--- src/rtl/sram_burst_seq_if.sv ---
// rtl/sram_burst_seq_if.sv - host command, address-register and SRAM strobe bundle for sram_burst_seq
//
// Host command side:   start, cmd_write, start_addr, burst_len, abort -> sequencer
//                      busy, done <- sequencer
// Console arbitration: snes_req -> sequencer, snes_gnt <- sequencer
// Address register:    sr_in, sr_en_n (shift, active-low), sr_counter_n (increment, active-low)
// SRAM:                mem_oe_n, mem_we_n (active-low strobes), data_strobe (last strobe cycle)
// modport slave is the sequencer, modport master is the host/bench.
interface sram_burst_seq_if #(
    parameter int AWIDTH = 21,
    parameter int LWIDTH = 16
);
    logic              start;
    logic              cmd_write;
    logic [AWIDTH-1:0] start_addr;
    logic [LWIDTH-1:0] burst_len;
    logic              abort;
    logic              snes_req;
    logic              busy;
    logic              done;
    logic              sr_in;
    logic              sr_en_n;
    logic              sr_counter_n;
    logic              mem_oe_n;
    logic              mem_we_n;
    logic              data_strobe;
    logic              snes_gnt;

    modport master (
        output start, cmd_write, start_addr, burst_len, abort, snes_req,
        input  busy, done, sr_in, sr_en_n, sr_counter_n, mem_oe_n, mem_we_n,
               data_strobe, snes_gnt
    );

    modport slave (
        input  start, cmd_write, start_addr, burst_len, abort, snes_req,
        output busy, done, sr_in, sr_en_n, sr_counter_n, mem_oe_n, mem_we_n,
               data_strobe, snes_gnt
    );
endinterface

--- src/rtl/sram_burst_seq.sv ---
// rtl/sram_burst_seq.sv - serial SRAM address loader and burst strobe sequencer with console arbitration
//
// Ports:
//   clk    - single clock
//   rst_n  - synchronous active-low reset
//   bus    - sram_burst_seq_if.slave: host command in (start, cmd_write, start_addr,
//            burst_len, abort), status out (busy, done), serial address register
//            drive (sr_in, sr_en_n, sr_counter_n), SRAM strobes (mem_oe_n, mem_we_n,
//            data_strobe) and console arbitration (snes_req in, snes_gnt out).
//
// Every output is a flop loaded from the next-state value, so the outputs seen in a
// cycle always describe the state the sequencer is in during that cycle.
module sram_burst_seq #(
    parameter int AWIDTH   = 21,
    parameter int LWIDTH   = 16,
    parameter int WAIT_CYC = 2
) (
    input  logic            clk,
    input  logic            rst_n,
    sram_burst_seq_if.slave bus
);
    localparam logic [2:0] S_IDLE   = 3'd0;
    localparam logic [2:0] S_SHIFT  = 3'd1;
    localparam logic [2:0] S_ACCESS = 3'd2;
    localparam logic [2:0] S_INC    = 3'd3;
    localparam logic [2:0] S_HOLD   = 3'd4;
    localparam logic [2:0] S_DONE   = 3'd5;

    localparam int BW = (AWIDTH > 1) ? $clog2(AWIDTH) : 1;
    localparam int WW = (WAIT_CYC > 1) ? $clog2(WAIT_CYC) : 1;

    logic [2:0]        state;
    logic [2:0]        state_nxt;
    logic [BW-1:0]     bit_cnt;
    logic [WW-1:0]     wait_cnt;
    logic [WW-1:0]     wait_nxt;
    logic [LWIDTH-1:0] remain;
    logic [AWIDTH-1:0] addr_sh;
    logic              wr;
    logic              shift_last;
    logic              access_last;

    always_comb begin
        state_nxt   = state;
        shift_last  = (bit_cnt == BW'(AWIDTH - 1));
        access_last = (wait_cnt == WW'(WAIT_CYC - 1));
        case (state)
            S_IDLE: begin
                // A start that collides with a console request is simply dropped.
                if (bus.start && !bus.snes_req) begin
                    state_nxt = S_SHIFT;
                end
            end
            S_SHIFT: begin
                if (bus.abort) begin
                    state_nxt = S_DONE;
                end else if (shift_last) begin
                    if (remain == '0) begin
                        state_nxt = S_DONE;
                    end else if (bus.snes_req) begin
                        state_nxt = S_HOLD;
                    end else begin
                        state_nxt = S_ACCESS;
                    end
                end
            end
            S_ACCESS: begin
                if (bus.abort) begin
                    state_nxt = S_DONE;
                end else if (access_last) begin
                    state_nxt = S_INC;
                end
            end
            S_INC: begin
                // remain still holds the pre-decrement count here.
                if (bus.abort || remain == LWIDTH'(1)) begin
                    state_nxt = S_DONE;
                end else if (bus.snes_req) begin
                    state_nxt = S_HOLD;
                end else begin
                    state_nxt = S_ACCESS;
                end
            end
            S_HOLD: begin
                if (bus.abort) begin
                    state_nxt = S_DONE;
                end else if (!bus.snes_req) begin
                    state_nxt = S_ACCESS;
                end
            end
            S_DONE: begin
                state_nxt = S_IDLE;
            end
            default: begin
                state_nxt = S_IDLE;
            end
        endcase
        wait_nxt = (state == S_ACCESS && state_nxt == S_ACCESS) ? wait_cnt + WW'(1) : '0;
    end

    always_ff @(posedge clk) begin
        if (!rst_n) begin
            state            <= S_IDLE;
            bit_cnt          <= '0;
            wait_cnt         <= '0;
            remain           <= '0;
            addr_sh          <= '0;
            wr               <= 1'b0;
            bus.busy         <= 1'b0;
            bus.done         <= 1'b0;
            bus.sr_in        <= 1'b0;
            bus.sr_en_n      <= 1'b1;
            bus.sr_counter_n <= 1'b1;
            bus.mem_oe_n     <= 1'b1;
            bus.mem_we_n     <= 1'b1;
            bus.data_strobe  <= 1'b0;
            bus.snes_gnt     <= 1'b0;
        end else begin
            state    <= state_nxt;
            wait_cnt <= wait_nxt;
            bit_cnt  <= (state == S_SHIFT && state_nxt == S_SHIFT) ? bit_cnt + BW'(1) : '0;

            // The first serial bit comes straight from the command inputs; the
            // remaining bits come out of the MSB of a left-shifting copy.
            if (state == S_IDLE && state_nxt == S_SHIFT) begin
                wr        <= bus.cmd_write;
                remain    <= bus.burst_len;
                addr_sh   <= bus.start_addr << 1;
                bus.sr_in <= bus.start_addr[AWIDTH-1];
            end else if (state == S_SHIFT && state_nxt == S_SHIFT) begin
                addr_sh   <= addr_sh << 1;
                bus.sr_in <= addr_sh[AWIDTH-1];
            end else begin
                bus.sr_in <= 1'b0;
            end

            if (state == S_INC) begin
                remain <= remain - LWIDTH'(1);
            end

            bus.busy         <= (state_nxt == S_SHIFT) || (state_nxt == S_ACCESS) ||
                                (state_nxt == S_INC)   || (state_nxt == S_HOLD);
            bus.done         <= (state_nxt == S_DONE);
            bus.sr_en_n      <= !(state_nxt == S_SHIFT);
            bus.sr_counter_n <= !(state_nxt == S_INC);
            bus.mem_oe_n     <= !(state_nxt == S_ACCESS && !wr);
            bus.mem_we_n     <= !(state_nxt == S_ACCESS && wr);
            bus.data_strobe  <= (state_nxt == S_ACCESS) && (wait_nxt == WW'(WAIT_CYC - 1));
            // In IDLE the grant mirrors the request one cycle late; inside a
            // command it is only given in HOLD, i.e. between accesses.
            bus.snes_gnt     <= (state_nxt == S_HOLD) || (state_nxt == S_IDLE && bus.snes_req);
        end
    end
endmodule

--- src/flat_wrapper.sv ---
// flat-port wrapper written by rule: the top's interface ports become plain ports
module sram_burst_seq_flat 
#(
    parameter int AWIDTH   = 21,
    parameter int LWIDTH   = 16,
    parameter int WAIT_CYC = 2
)
  (clk, rst_n, bus_start, bus_cmd_write, bus_start_addr, bus_burst_len, bus_abort, bus_snes_req, bus_busy, bus_done, bus_sr_in, bus_sr_en_n, bus_sr_counter_n, bus_mem_oe_n, bus_mem_we_n, bus_data_strobe, bus_snes_gnt);
  sram_burst_seq_if #(.AWIDTH(AWIDTH), .LWIDTH(LWIDTH)) bus_i ();
  input  logic clk;
  input  logic rst_n;
  input wire logic [$bits(bus_i.start)-1:0] bus_start;
  input wire logic [$bits(bus_i.cmd_write)-1:0] bus_cmd_write;
  input wire logic [$bits(bus_i.start_addr)-1:0] bus_start_addr;
  input wire logic [$bits(bus_i.burst_len)-1:0] bus_burst_len;
  input wire logic [$bits(bus_i.abort)-1:0] bus_abort;
  input wire logic [$bits(bus_i.snes_req)-1:0] bus_snes_req;
  output wire logic [$bits(bus_i.busy)-1:0] bus_busy;
  output wire logic [$bits(bus_i.done)-1:0] bus_done;
  output wire logic [$bits(bus_i.sr_in)-1:0] bus_sr_in;
  output wire logic [$bits(bus_i.sr_en_n)-1:0] bus_sr_en_n;
  output wire logic [$bits(bus_i.sr_counter_n)-1:0] bus_sr_counter_n;
  output wire logic [$bits(bus_i.mem_oe_n)-1:0] bus_mem_oe_n;
  output wire logic [$bits(bus_i.mem_we_n)-1:0] bus_mem_we_n;
  output wire logic [$bits(bus_i.data_strobe)-1:0] bus_data_strobe;
  output wire logic [$bits(bus_i.snes_gnt)-1:0] bus_snes_gnt;
  assign bus_i.start = bus_start;
  assign bus_i.cmd_write = bus_cmd_write;
  assign bus_i.start_addr = bus_start_addr;
  assign bus_i.burst_len = bus_burst_len;
  assign bus_i.abort = bus_abort;
  assign bus_i.snes_req = bus_snes_req;
  assign bus_busy = bus_i.busy;
  assign bus_done = bus_i.done;
  assign bus_sr_in = bus_i.sr_in;
  assign bus_sr_en_n = bus_i.sr_en_n;
  assign bus_sr_counter_n = bus_i.sr_counter_n;
  assign bus_mem_oe_n = bus_i.mem_oe_n;
  assign bus_mem_we_n = bus_i.mem_we_n;
  assign bus_data_strobe = bus_i.data_strobe;
  assign bus_snes_gnt = bus_i.snes_gnt;
  sram_burst_seq #(.AWIDTH(AWIDTH), .LWIDTH(LWIDTH), .WAIT_CYC(WAIT_CYC)) u_core (.clk(clk), .rst_n(rst_n), .bus(bus_i));
endmodule
--- config.mk ---
export PLATFORM = sky130hd
export DESIGN_NAME = sram_burst_seq_flat
export DESIGN_NICKNAME = d
export VERILOG_FILES = /design/src/rtl/sram_burst_seq_if.sv /design/src/rtl/sram_burst_seq.sv /design/src/flat_wrapper.sv
export SDC_FILE = /design/constraint.sdc
export NUM_CORES = 1
export LEC_CHECK = 0
export ABC_CLOCK_PERIOD_IN_PS = 6200
export BUFFER_PORTS_ARGS = -buffer_cell sky130_fd_sc_hd__buf_2
export CORE_ASPECT_RATIO = 1.75
export CORE_MARGIN = 3
export CORE_UTILIZATION = 55
export DETAILED_ROUTE_END_ITERATION = 8
export PLACE_DENSITY = 0.8
export SLEW_MARGIN = 20
export SYNTH_ARGS = -nofsm -noshare
export SYNTH_HDL_FRONTEND = slang
export SYNTH_SLANG_ARGS = --single-unit
--- constraint.sdc ---
create_clock -name clk -period 6.2 [get_ports clk]
set_input_delay 0.62 -clock clk [delete_from_list [all_inputs] [get_ports clk]]
set_output_delay 0.62 -clock clk [all_outputs]
set_load 0.03 [all_outputs]
# --- After elaboration in Yosys (flattened, before gate mapping) ---
# Cells that the tools add are included.
word_totals:
  regBits: 55
  input_bits: 43
  out_inout_bits: 9
  elab_cells: 72
op_classes:
  n_addsub: 3
  n_eq_ne: 11
  muxes: 18
  reduce_logical: 25
op_table:
  columns: ["op", "count"]
  rows:
  - ["2-to-1 mux 21 bit", 2]
  - ["2-to-1 mux 16 bit", 2]
  - ["2-to-1 mux 3 bit", 10]
  - ["== test 16 x 1 -> 1 bit (second input constant)", 1]
  - ["zero test 16 bit", 1]
  - ["subtractor 16 x 1 -> 16 bit (second input constant)", 1]
  - ["one-hot mux 3 bit (5 select lines)", 1]
  - ["== test 3 x 2 -> 1 bit (second input constant)", 4]
  - ["== test 3 bit (second input constant)", 3]
  - ["logical AND 1 bit", 8]
  - ["== test 3 x 1 -> 1 bit (second input constant)", 2]
  - ["zero test 1 bit", 6]
  - ["zero test 3 bit", 2]
  - ["adder 5 x 1 -> 5 bit (second input constant)", 1]
  - ["== test 5 bit (second input constant)", 1]
  - ["logical OR 1 bit", 5]
  - ["nonzero test 2 bit", 2]
  - ["2-to-1 mux 1 bit", 3]
  - ["AND reduction 2 bit", 1]
  - ["adder 1 bit (second input constant)", 1]

# --- Depth between registers and ports, before layout ---
# Gate-level depths: netlist of the first run.
logic_depth:
  word_depth: 9
  ltp_mapped: 9
  ltp_nobuf: 8

# --- Least setup slack after synthesis of the first run ---
# OpenSTA, ideal clock, no wires.
synth_path:
  kind: "reg2reg"
  start: "register u_core.remain[5]"
  end: "register u_core.bus.busy"
  setup_time_ns: 0.070
  t_arrival_ns: 2.561
  required_time_ns: 6.130
  path_slack_ns: 3.569
  path_stages_with_launch: 8
  n_path_buf: 1
  period_less_slack_ns: 2.631
  path_cell_list: "dfxtp_1 > or4_1 > buf_2 > or4_4 > a221oi_2 > nor3b_1 > or4_1 > a21boi_1"
synth_via:
  elab_chain_cells: 9
  word_cells_on_any_way: 15
  classes_between: "eq/ne: 5; mux: 5; reduce/logical: 5"
synth_rtl:
  columns: ["element", "line", "rtl"]
  rows:
  - ["from (decl)", "sram_burst_seq.sv:37", "logic [LWIDTH-1:0] remain;"]
  - ["from (signal assigned)", "sram_burst_seq.sv:127", "remain <= bus.burst_len;"]
  - ["from (signal assigned)", "sram_burst_seq.sv:138", "remain <= remain - LWIDTH'(1);"]
  - ["zero test 16 bit", "sram_burst_seq.sv:58", "if (remain == '0) begin"]
  - ["2-to-1 mux 3 bit", "sram_burst_seq.sv:58", null]
  - ["2-to-1 mux 3 bit", "sram_burst_seq.sv:57", "end else if (shift_last) begin"]
  - ["2-to-1 mux 3 bit", "sram_burst_seq.sv:55", "if (bus.abort) begin"]
  - ["one-hot mux 3 bit (5 select lines) (*)", "sram_burst_seq.sv:47", "case (state)"]
  - ["== test 3 x 1 -> 1 bit or == test 3 x 2 -> 1 bit (tied branches)", "sram_burst_seq.sv:141", "bus.busy <= (state_nxt == S_SHIFT) || (state_nxt == S_ACCESS) ||"]
  - ["logical OR 1 bit (2 in series)", "sram_burst_seq.sv:141", null]
  - ["logical OR 1 bit (*)", "sram_burst_seq.sv:142", "(state_nxt == S_INC) || (state_nxt == S_HOLD);"]
  - ["to (signal assigned)", "sram_burst_seq.sv:141", null]
  - ["to (decl)", "sram_burst_seq_if.sv:37", "output busy, done, sr_in, sr_en_n, sr_counter_n, mem_oe_n, mem_we_n,"]
# Mark *: on every way between the ends. The rest lies on a longest branch, timed or not.
# A chain may end at the register's enable or synchronous reset.

# --- Worst setup path after layout of the first run ---
layout_path:
  start: "register u_core.state[0]"
  end: "register u_core.addr_sh[1]"
layout_via:
  elab_chain_cells: 6
  word_cells_on_any_way: 18
  classes_between: "eq/ne: 5; mux: 9; reduce/logical: 4"
layout_rtl:
  columns: ["element", "line", "rtl"]
  rows:
  - ["from (decl)", "sram_burst_seq.sv:32", "logic [2:0] state;"]
  - ["from (signal assigned)", "sram_burst_seq.sv:119", "state <= state_nxt;"]
  - ["2-to-1 mux 3 bit (on tied branches)", "sram_burst_seq.sv:87, sram_burst_seq.sv:70, sram_burst_seq.sv:57", null]
  - ["2-to-1 mux 3 bit (on tied branches)", "sram_burst_seq.sv:85, sram_burst_seq.sv:68, sram_burst_seq.sv:55", null]
  - ["one-hot mux 3 bit (5 select lines)", "sram_burst_seq.sv:47", null]
  - ["== test 3 x 1 -> 1 bit", "sram_burst_seq.sv:125, sram_burst_seq.sv:130", null]
  - ["logical AND 1 bit (on tied branches)", "sram_burst_seq.sv:125, sram_burst_seq.sv:130", null]
  - ["2-to-1 mux 21 bit or nonzero test 2 bit (tied branches)", null, null]
  - ["to (signal assigned)", "sram_burst_seq.sv:128", "addr_sh <= bus.start_addr << 1;"]
  - ["to (signal assigned)", "sram_burst_seq.sv:131", "addr_sh <= addr_sh << 1;"]
  - ["to (decl)", "sram_burst_seq.sv:38", "logic [AWIDTH-1:0] addr_sh;"]
# Parallel ways exist; a longest one is shown, timed or not.

==> results.json, run 1 <==
{
  "status": "finished clean",
  "io_pins": 52,
  "dr.first_iter.drc_count": 105,
  "grt_pass1_wl_mm": 10.1,
  "core_um2": 4520,
  "cts-buffers-inserted": 5,
  "hold_class": "reg -> reg",
  "start_util_pct": 58.8,
  "cp.required_ns": 6.40,
  "hpwl_mm": 4.17,
  "die_area_um2": 5740,
  "yosysWarningCount": 0,
  "drv_cap": 0,
  "grt_max_degree": 66,
  "postCtsHoldBufs": 0,
  "period_minus_slack_ns": 3.53,
  "synth_top_area_share_pct": 41.4,
  "slew_viol_final": 0,
  "io_buffers": 51,
  "relSlewSlack_pct": 28.5,
  "antenna_found_initial": 0,
  "cts_setup_buffers": 0,
  "synth_area_leaders": "dfxtp_1 41%, mux2i_1 7.5%, o221ai_1 6.6%, nand2_1 5.1%, o21ai_0 3.0%",
  "wirelength_mm": 5.93,
  "gp_congestion": 0.888,
  "hold_viol_final": 0,
  "vdd_drop_max_mv": 0.197,
  "grt.total_usage_pct": 21.7,
  "worstMarginPinSlew_ns": 1.07,
  "synthCells": 300,
  "fill_cells": 407,
  "cts.path.max_buffers": 2,
  "avgSynthCellArea_um2": 8.87,
  "path_class": "reg -> reg",
  "diodes": 0,
  "numClockSinks": 55,
  "holdWs_ns": 0.398,
  "syn2layout_area_growth_pct": 13.4,
  "synth_edf_count": 0,
  "end_kind": "register",
  "root_buffer": "clkbuf_8",
  "max_clock_freq_ghz": 0.283,
  "grt_pass1_vias": 2318,
  "remaining_drc_errors": 0,
  "syn-num-nets": 348,
  "crit_path_start_kind": "register",
  "yosysMostFrequentCell": "dfxtp_1",
  "worst_clock_skew_ns": 0.00437,
  "die_y_um": 98,
  "clk_pin_slew_ns": 0.09,
  "rsz0062_at_grt": "false",
  "antenna_left": 0,
  "power_density_nw_per_um2": 253,
  "fp-row-count": 32,
  "overflow": 0,
  "path_max_fanout": 30,
  "synth_cell_types": 47,
  "min_period_over_period_pct": 56.9,
  "synth_top_area_cell": "dfxtp_1",
  "yosys_most_used_dff": "dfxtp_1",
  "drt-pass1-iter-count": 4,
  "crit_arrival_ns": 3.73,
  "synth_seq_cells": 55,
  "die_w_um": 58.6,
  "yosysSeqAreaShare_pct": 41.4,
  "synth_common_cells": "55 x dfxtp_1, 36 x nand2_1, 20 x mux2i_1, 20 x o221ai_1",
  "drive_above_1_share_pct": 19.5,
  "vias": 2411,
  "htree_levels": 2,
  "cts_tree": "built",
  "syn-cell-area_um2": 2660,
  "setup_tns_ns": 0,
  "final_nets": 387,
  "p_leak_nw": 1.21,
  "cts_resized": 0,
  "ys_async_sr_fraction_pct": 0,
  "setup_viol": 0,
  "vias_per_cell": 6.18,
  "routedWlPerCell_um": 15.2,
  "clk_latency_ns": 0.30
}
## report_power, final
part / internal (W) / total (W) / switching (W) / leakage [nW]
sequential: 0.000372 / 0.000393 / 0.0000205 / 0.447
combinational: 0.0000617 / 0.000142 / 0.0000808 / 0.707
clock: 0.000119 / 0.000229 / 0.000110 / 0.0513
## per-stage QoR
| step | setup WS, ns | area [µm²] | utilization, % | power (W) | instances |
|---|---|---|---|---|---|
| 2_1_floorplan | 3.57 | 2660 | - | 0.000503 | 300 |
| 3_3_place_gp | 2.76 | 2910 | 64.4 | 0.000539 | 383 |
| 3_5_place_dp | 2.71 | 2910 | 64.4 | 0.000541 | 383 |
| 4_1_cts | 2.70 | 3020 | 66.7 | 0.000769 | 390 |
| 5_1_grt | 2.42 | 3020 | 66.7 | 0.000800 | 390 |
| 6_report | 2.67 | 3020 | 66.7 | 0.000764 | 390 |
## cell families (layout without fill, tap and decap cells)
group                      count (synthesis)  count (layout)  synth area share, %
and+or+nand+nor                          115             115                 23.3
AOI/OAI and AO/OA                         75              75                 20.5
DFF                                       55              55                 41.4
buffers and inverters                     27              66                 3.95
muxes                                     20              20                 7.53
adders and majority gates                  5               5                 2.35
xor gates and xnor gates                   3               3                0.988
## layout make-up
| class | count | area, µm² | share of cell area, % |
|---|---|---|---|
| tap | 51 | 63.8 | 2.12 |
| inverter | 7 | 26.3 | 0.871 |
| clock inverter | 1 | 30.0 | 0.995 |
| timing repair buffer | 52 | 263 | 8.71 |
| clock buffer | 6 | 72.6 | 2.41 |
| multi-input combinational | 218 | 1460 | 48.4 |
| sequential | 55 | 1100 | 36.5 |
## final timing paths
| kind | from | endpoint | slack (ns) | depth (start not counted) |
|---|---|---|---|---|
| setup reg to reg | u_core.state[0] | u_core.addr_sh[1] | 2.67 | 5 |
| hold reg to reg | u_core.wr | u_core.bus.mem_we_n | 0.40 | 1 |
| setup / recovery | u_core.state[0] | u_core.addr_sh[1] | 2.67 | 5 |
| hold / removal | u_core.wr | u_core.bus.mem_we_n | 0.40 | 1 |
## worst max-delay path, cell delays in order (launching register included)
cell and delay [ns]:
dfxtp_1 1.04, nor3b_1 0.49, a32oi_1 0.17, o21ai_1 0.47
nand2_1 0.74, a31o_2 0.50
## metal layers
layer | global-route usage [%] | wire length, µm | share of wire (%)
met3 | 3.70 | 243 | 4.1
met4 | 8.90 | 160 | 2.7
met2 | 39.1 | 3170 | 53
met1 | 24.3 | 2350 | 40
met5 | 0 | 0 | 0
## cell usage in the layout (no fill, tap or decap), types with 5 or more instances in the layout
| cell | Yosys | layout |
|---|---|---|
| dfxtp_1 | 55 | 55 |
| nand3_1 | 7 | 7 |
| ha_1 | 5 | 5 |
| nor3_1 | 6 | 6 |
| mux2i_1 | 20 | 20 |
| buf_2 | 3 | 51 |
| nor4_1 | 10 | 9 |
| nor2b_1 | 6 | 6 |
| clkbuf_8 | 0 | 5 |
| a21oi_1 | 9 | 9 |
| nor3b_1 | 6 | 6 |
| inv_1 | 7 | 7 |
| o21ai_0 | 16 | 16 |
| o221ai_1 | 20 | 20 |
| nor2_1 | 17 | 17 |
| or4_1 | 5 | 5 |
| a21boi_0 | 6 | 6 |
| nand2_1 | 36 | 36 |
## registers in the layout, indices dropped and copies added, names as in the netlist, 3 cells and up
name / cells
u_core.remain: 16
u_core.bit_cnt: 5
u_core.addr_sh: 20
u_core.state: 3
(Power assumes the default switching activity.)
==> inputs of run 2 (changes only) <==
ABC_CLOCK_PERIOD_IN_PS = 2900   (was 6200)
CORE_UTILIZATION = 49   (was 55)
PLACE_DENSITY = 0.75   (was 0.8)
clock period = 2.9 ns   (was 6.2 ns; I/O delays follow)
==> results.json, run 2 (same netlist as run 1, synthesis figures left out) <==
{
  "path_max_fanout": 8,
  "top_register": "u_core.addr_sh",
  "setup_tns_ns": 0,
  "postCtsHoldBufs": 0,
  "placedCellCount": 395,
  "grt_max_degree": 35,
  "clk_latency_ns": 0.31,
  "final_util_pct": 60.2,
  "reg_top3": "u_core.addr_sh (20), u_core.remain (16), u_core.bit_cnt (5)",
  "rsz0062_at_grt": "false",
  "vias": 2438,
  "crit_arrival_ns": 2.94,
  "hpwl_mm": 4.65,
  "setup_viol": 0,
  "hold_viol_final": 0,
  "routedWlPerCell_um": 15.6,
  "die_w_um": 61.7,
  "drv_cap": 0,
  "vias_per_cell": 6.05,
  "vdd_drop_max_mv": 0.422,
  "antenna_left": 0,
  "clk_pin_slew_ns": 0.10,
  "p_leak_nw": 1.24,
  "status": "finished clean",
  "crit_path_start_kind": "register",
  "power_density_nw_per_um2": 515,
  "largest_reg_flops": 20,
  "period_minus_slack_ns": 2.70,
  "syn2layout_area_growth_pct": 15.6,
  "numClockSinks": 55,
  "die_area_um2": 6380,
  "cts_resized": 0,
  "die_y_um": 103,
  "cts_tree": "built",
  "io_buffers": 51,
  "htree_levels": 2,
  "worstMarginPinSlew_ns": 0.510,
  "overflow": 0,
  "remaining_drc_errors": 0,
  "hold_class": "in -> reg",
  "core_um2": 5100,
  "stdcell_count": 403,
  "design_power_total_w": 0.00158,
  "worst_clock_skew_ns": 0.0132,
  "path_class": "reg -> reg",
  "grt.total_usage_pct": 21.4,
  "final_nets": 396,
  "grt_pass1_vias": 2418,
  "grt_pass1_wl_mm": 10.6,
  "slew_viol_final": 0,
  "min_period_over_period_pct": 93.1,
  "relSlewSlack_pct": 65.7,
  "fp-row-count": 34,
  "gp_congestion": 0.870,
  "start_util_pct": 52.1,
  "wirelength_mm": 6.28,
  "cp.required_ns": 3.14,
  "cts-buffers-inserted": 5,
  "final_cell_mix": "55 x dfxtp_1, 51 x buf_2, 36 x nand2_1",
  "drt-pass1-iter-count": 4,
  "dr.first_iter.drc_count": 95,
  "antenna_found_initial": 0,
  "max_clock_freq_ghz": 0.370,
  "io_pins": 52,
  "drive_above_1_share_pct": 22.1,
  "root_buffer": "clkbuf_8",
  "cts_setup_buffers": 0,
  "cts.path.max_buffers": 2,
  "final_common_cell": "dfxtp_1",
  "diodes": 0,
  "holdWs_ns": 0.222,
  "end_kind": "register"
}
run 2: changes by cell type in the layout (fill, tap and decap cells not counted), sizes merged:
cell      delta
bufinv       -1
clkinv       +1
clkinvlp     +1
buf          +9
run 2: worst paths after layout:
kind | from | endpoint | slack (ns) | cells after the start
setup / recovery | u_core.remain[5] | u_core.bus.busy | 0.20 | 6
setup reg to reg | u_core.remain[5] | u_core.bus.busy | 0.20 | 6
hold / removal | bus_cmd_write | u_core.wr | 0.22 | 3
hold reg to reg | u_core.wr | u_core.bus.mem_we_n | 0.41 | 1
run 2: cell type report:
cell class                      count  area, µm²
Clock buffer                        6       72.6
Inverter                            7       26.3
Fill cell                         493       2030
Multi-Input combinational cell    218       1460
Timing Repair Buffer               61        330
Sequential cell                    55       1100
Tap cell                           54       67.6
Clock inverter                      2       12.5
run 2: per-layer routing:
metal / global-route usage, % / vias to the layer above / part of all wire [%]
li1: - / 1221 / -
met1: 25.5 / 1149 / 40
met2: 37.2 / 58 / 55
met3: 3.85 / 10 / 3.6
met4: 7.68 / 0 / 1.5
met5: 0 / - / 0
run 2: where the power goes:
group / leakage [nW] / switching (W) / internal (W) / total [W]
Clock: 0.0412 / 0.000247 / 0.000170 / 0.000417
Sequential: 0.447 / 0.0000366 / 0.000796 / 0.000833
Combinational: 0.749 / 0.000186 / 0.000149 / 0.000335
run 2: through the flow:
step,cell area (µm²),setup slack [ns]
final,3070,0.200
after global routing,3070,0.0284
after CTS,3070,0.147
after detailed placement,2990,0.173
after global placement,2990,0.202
after floorplan,2660,0.269
run 2: worst max-delay path: stages, from the launching register on:
cell and delay, ns:
dfxtp_1 0.38, or4_4 0.60, or4_4 0.57, a221oi_2 0.28
nor3b_1 0.13, or4_1 0.53, a21boi_1 0.15
==> inputs of run 3 (changes only) <==
CAP_MARGIN = 10   (was default)
CORE_MARGIN = default   (was 3)
==> results.json, run 3 (same netlist as run 1, synthesis figures left out) <==
{
  "clk_pin_slew_ns": 0.11,
  "relSlewSlack_pct": 67.7,
  "setup_tns_ns": 0,
  "reg_top3": "u_core.addr_sh (20), u_core.remain (16), u_core.bit_cnt (5)",
  "final_cell_mix": "55 x dfxtp_1, 51 x buf_2, 36 x nand2_1",
  "period_minus_slack_ns": 2.73,
  "die_w_um": 57.7,
  "diodes": 0,
  "cts-buffers-inserted": 5,
  "p_leak_nw": 1.24,
  "antenna_left": 0,
  "top_register": "u_core.addr_sh",
  "cts_setup_buffers": 0,
  "cp.required_ns": 3.15,
  "routedWlPerCell_um": 15.2,
  "holdCritStartpoint": "bus_cmd_write",
  "gr-usage-met2_pct": 41.5,
  "min_path_cells": 3,
  "vdd_drop_max_mv": 0.395,
  "drv_cap": 0,
  "start_util_pct": 50.6,
  "cts_tree": "built",
  "hpwl_mm": 4.44,
  "status": "complete, but fails checks",
  "io_buffers": 51,
  "overflow": 0,
  "hold_viol_final": 0,
  "fp-row-count": 35,
  "final_common_cell": "dfxtp_1",
  "crit_path_start_kind": "register",
  "postCtsHoldBufs": 0,
  "htree_levels": 2,
  "die_area_um2": 5740,
  "clk_latency_ns": 0.31,
  "largest_reg_flops": 20,
  "syn2layout_area_growth_pct": 15.6,
  "core_um2": 5260,
  "design_power_total_w": 0.00161,
  "grt.total_usage_pct": 22.2,
  "remaining_drc_errors": 1,
  "vias_per_cell": 6.00,
  "use_met3_pct": 3.77,
  "rsz0062_at_grt": "false",
  "wirelength_mm": 6.11,
  "violations": "DRC",
  "worst_clock_skew_ns": 0.00734,
  "min_period_over_period_pct": 94.2,
  "path_class": "reg -> reg",
  "r2r_cells": 6,
  "hold_class": "in -> reg",
  "grt_max_degree": 58,
  "end_kind": "register",
  "max_clock_freq_ghz": 0.366,
  "numClockSinks": 55,
  "worstMarginPinSlew_ns": 0.485,
  "r2r-end": "u_core.bus.busy",
  "setup_viol": 0,
  "power_density_nw_per_um2": 522,
  "grt_pass1_wl_mm": 10.1,
  "slew_viol_final": 0,
  "gp_congestion": 0.948,
  "die_y_um": 99.5,
  "drive_above_1_share_pct": 21.6,
  "path_max_fanout": 8,
  "final_nets": 394,
  "grtUsageMet1_pct": 24.2,
  "io_pins": 52,
  "grt_pass1_vias": 2350,
  "cts_resized": 0,
  "rr_startpoint": "u_core.remain[5]",
  "crit_arrival_ns": 2.98,
  "root_buffer": "clkbuf_8",
  "hold_end": "u_core.wr",
  "dr.first_iter.drc_count": 72,
  "cts.path.max_buffers": 2,
  "antenna_found_initial": 0,
  "r2r_slack_ns": 0.17,
  "drt-pass1-iter-count": 7,
  "vias": 2410,
  "busiest_layer": "met2"
}
run 3: stage by stage:
| stage | std cells | cell area [µm²] | worst slack, ns | hold WS (ns) | util (%) |
|---|---|---|---|---|---|
| after floorplan | 300 | 2660 | 0.269 | 0.366 | - |
| after global placement | 394 | 2980 | 0.248 | 0.389 | 56.8 |
| after detailed placement | 394 | 2980 | 0.216 | 0.390 | 56.8 |
| after CTS | 402 | 3080 | 0.178 | 0.223 | 58.5 |
| after global routing | 402 | 3080 | 0.0513 | 0.226 | 58.5 |
| final | 402 | 3080 | 0.168 | 0.227 | 58.5 |
run 3: cell type report:
| type | count | area (µm²) |
|---|---|---|
| Timing Repair Buffer | 59 | 328 |
| Tap cell | 55 | 68.8 |
| Inverter | 7 | 26.3 |
| Multi-Input combinational cell | 218 | 1460 |
| Fill cell | 503 | 2180 |
| Clock inverter | 3 | 22.5 |
| Clock buffer | 5 | 68.8 |
| Sequential cell | 55 | 1100 |
run 3: critical path, cell delays in order, from the launching register on:
cell and delay (ns):
dfxtp_1 0.38, or4_1 0.63, or4_4 0.58, a221oi_2 0.28
nor3b_1 0.13, or4_1 0.53, a21boi_1 0.15
run 3: how the worst max path moves through the flow:
stage	start	end	slack (ns)	cells past startpoint
2_1_floorplan	u_core.remain[5]	u_core.bus.busy	0.27	7
3_3_place_gp	u_core.remain[5]	u_core.bus.busy	0.25	6
3_5_place_dp	u_core.remain[5]	u_core.bus.busy	0.22	6
4_1_cts	u_core.remain[5]	u_core.bus.busy	0.18	6
5_1_grt	u_core.remain[5]	u_core.bus.busy	0.05	6
6_report	u_core.remain[5]	u_core.bus.busy	0.17	6
run 3: per-layer routing:
layer	vias up	part of all wire [%]
li1	1215	-
met1	1132	42
met2	51	53
met3	12	3.0
met4	0	2.0
met5	-	0
run 3: power by group:
| part | internal, W | switching, W | total [W] |
|---|---|---|---|
| Combinational | 0.000148 | 0.000187 | 0.000335 |
| Sequential | 0.000796 | 0.0000350 | 0.000831 |
| Clock | 0.000174 | 0.000266 | 0.000440 |
| Total | 0.00112 | 0.000487 | 0.00161 |
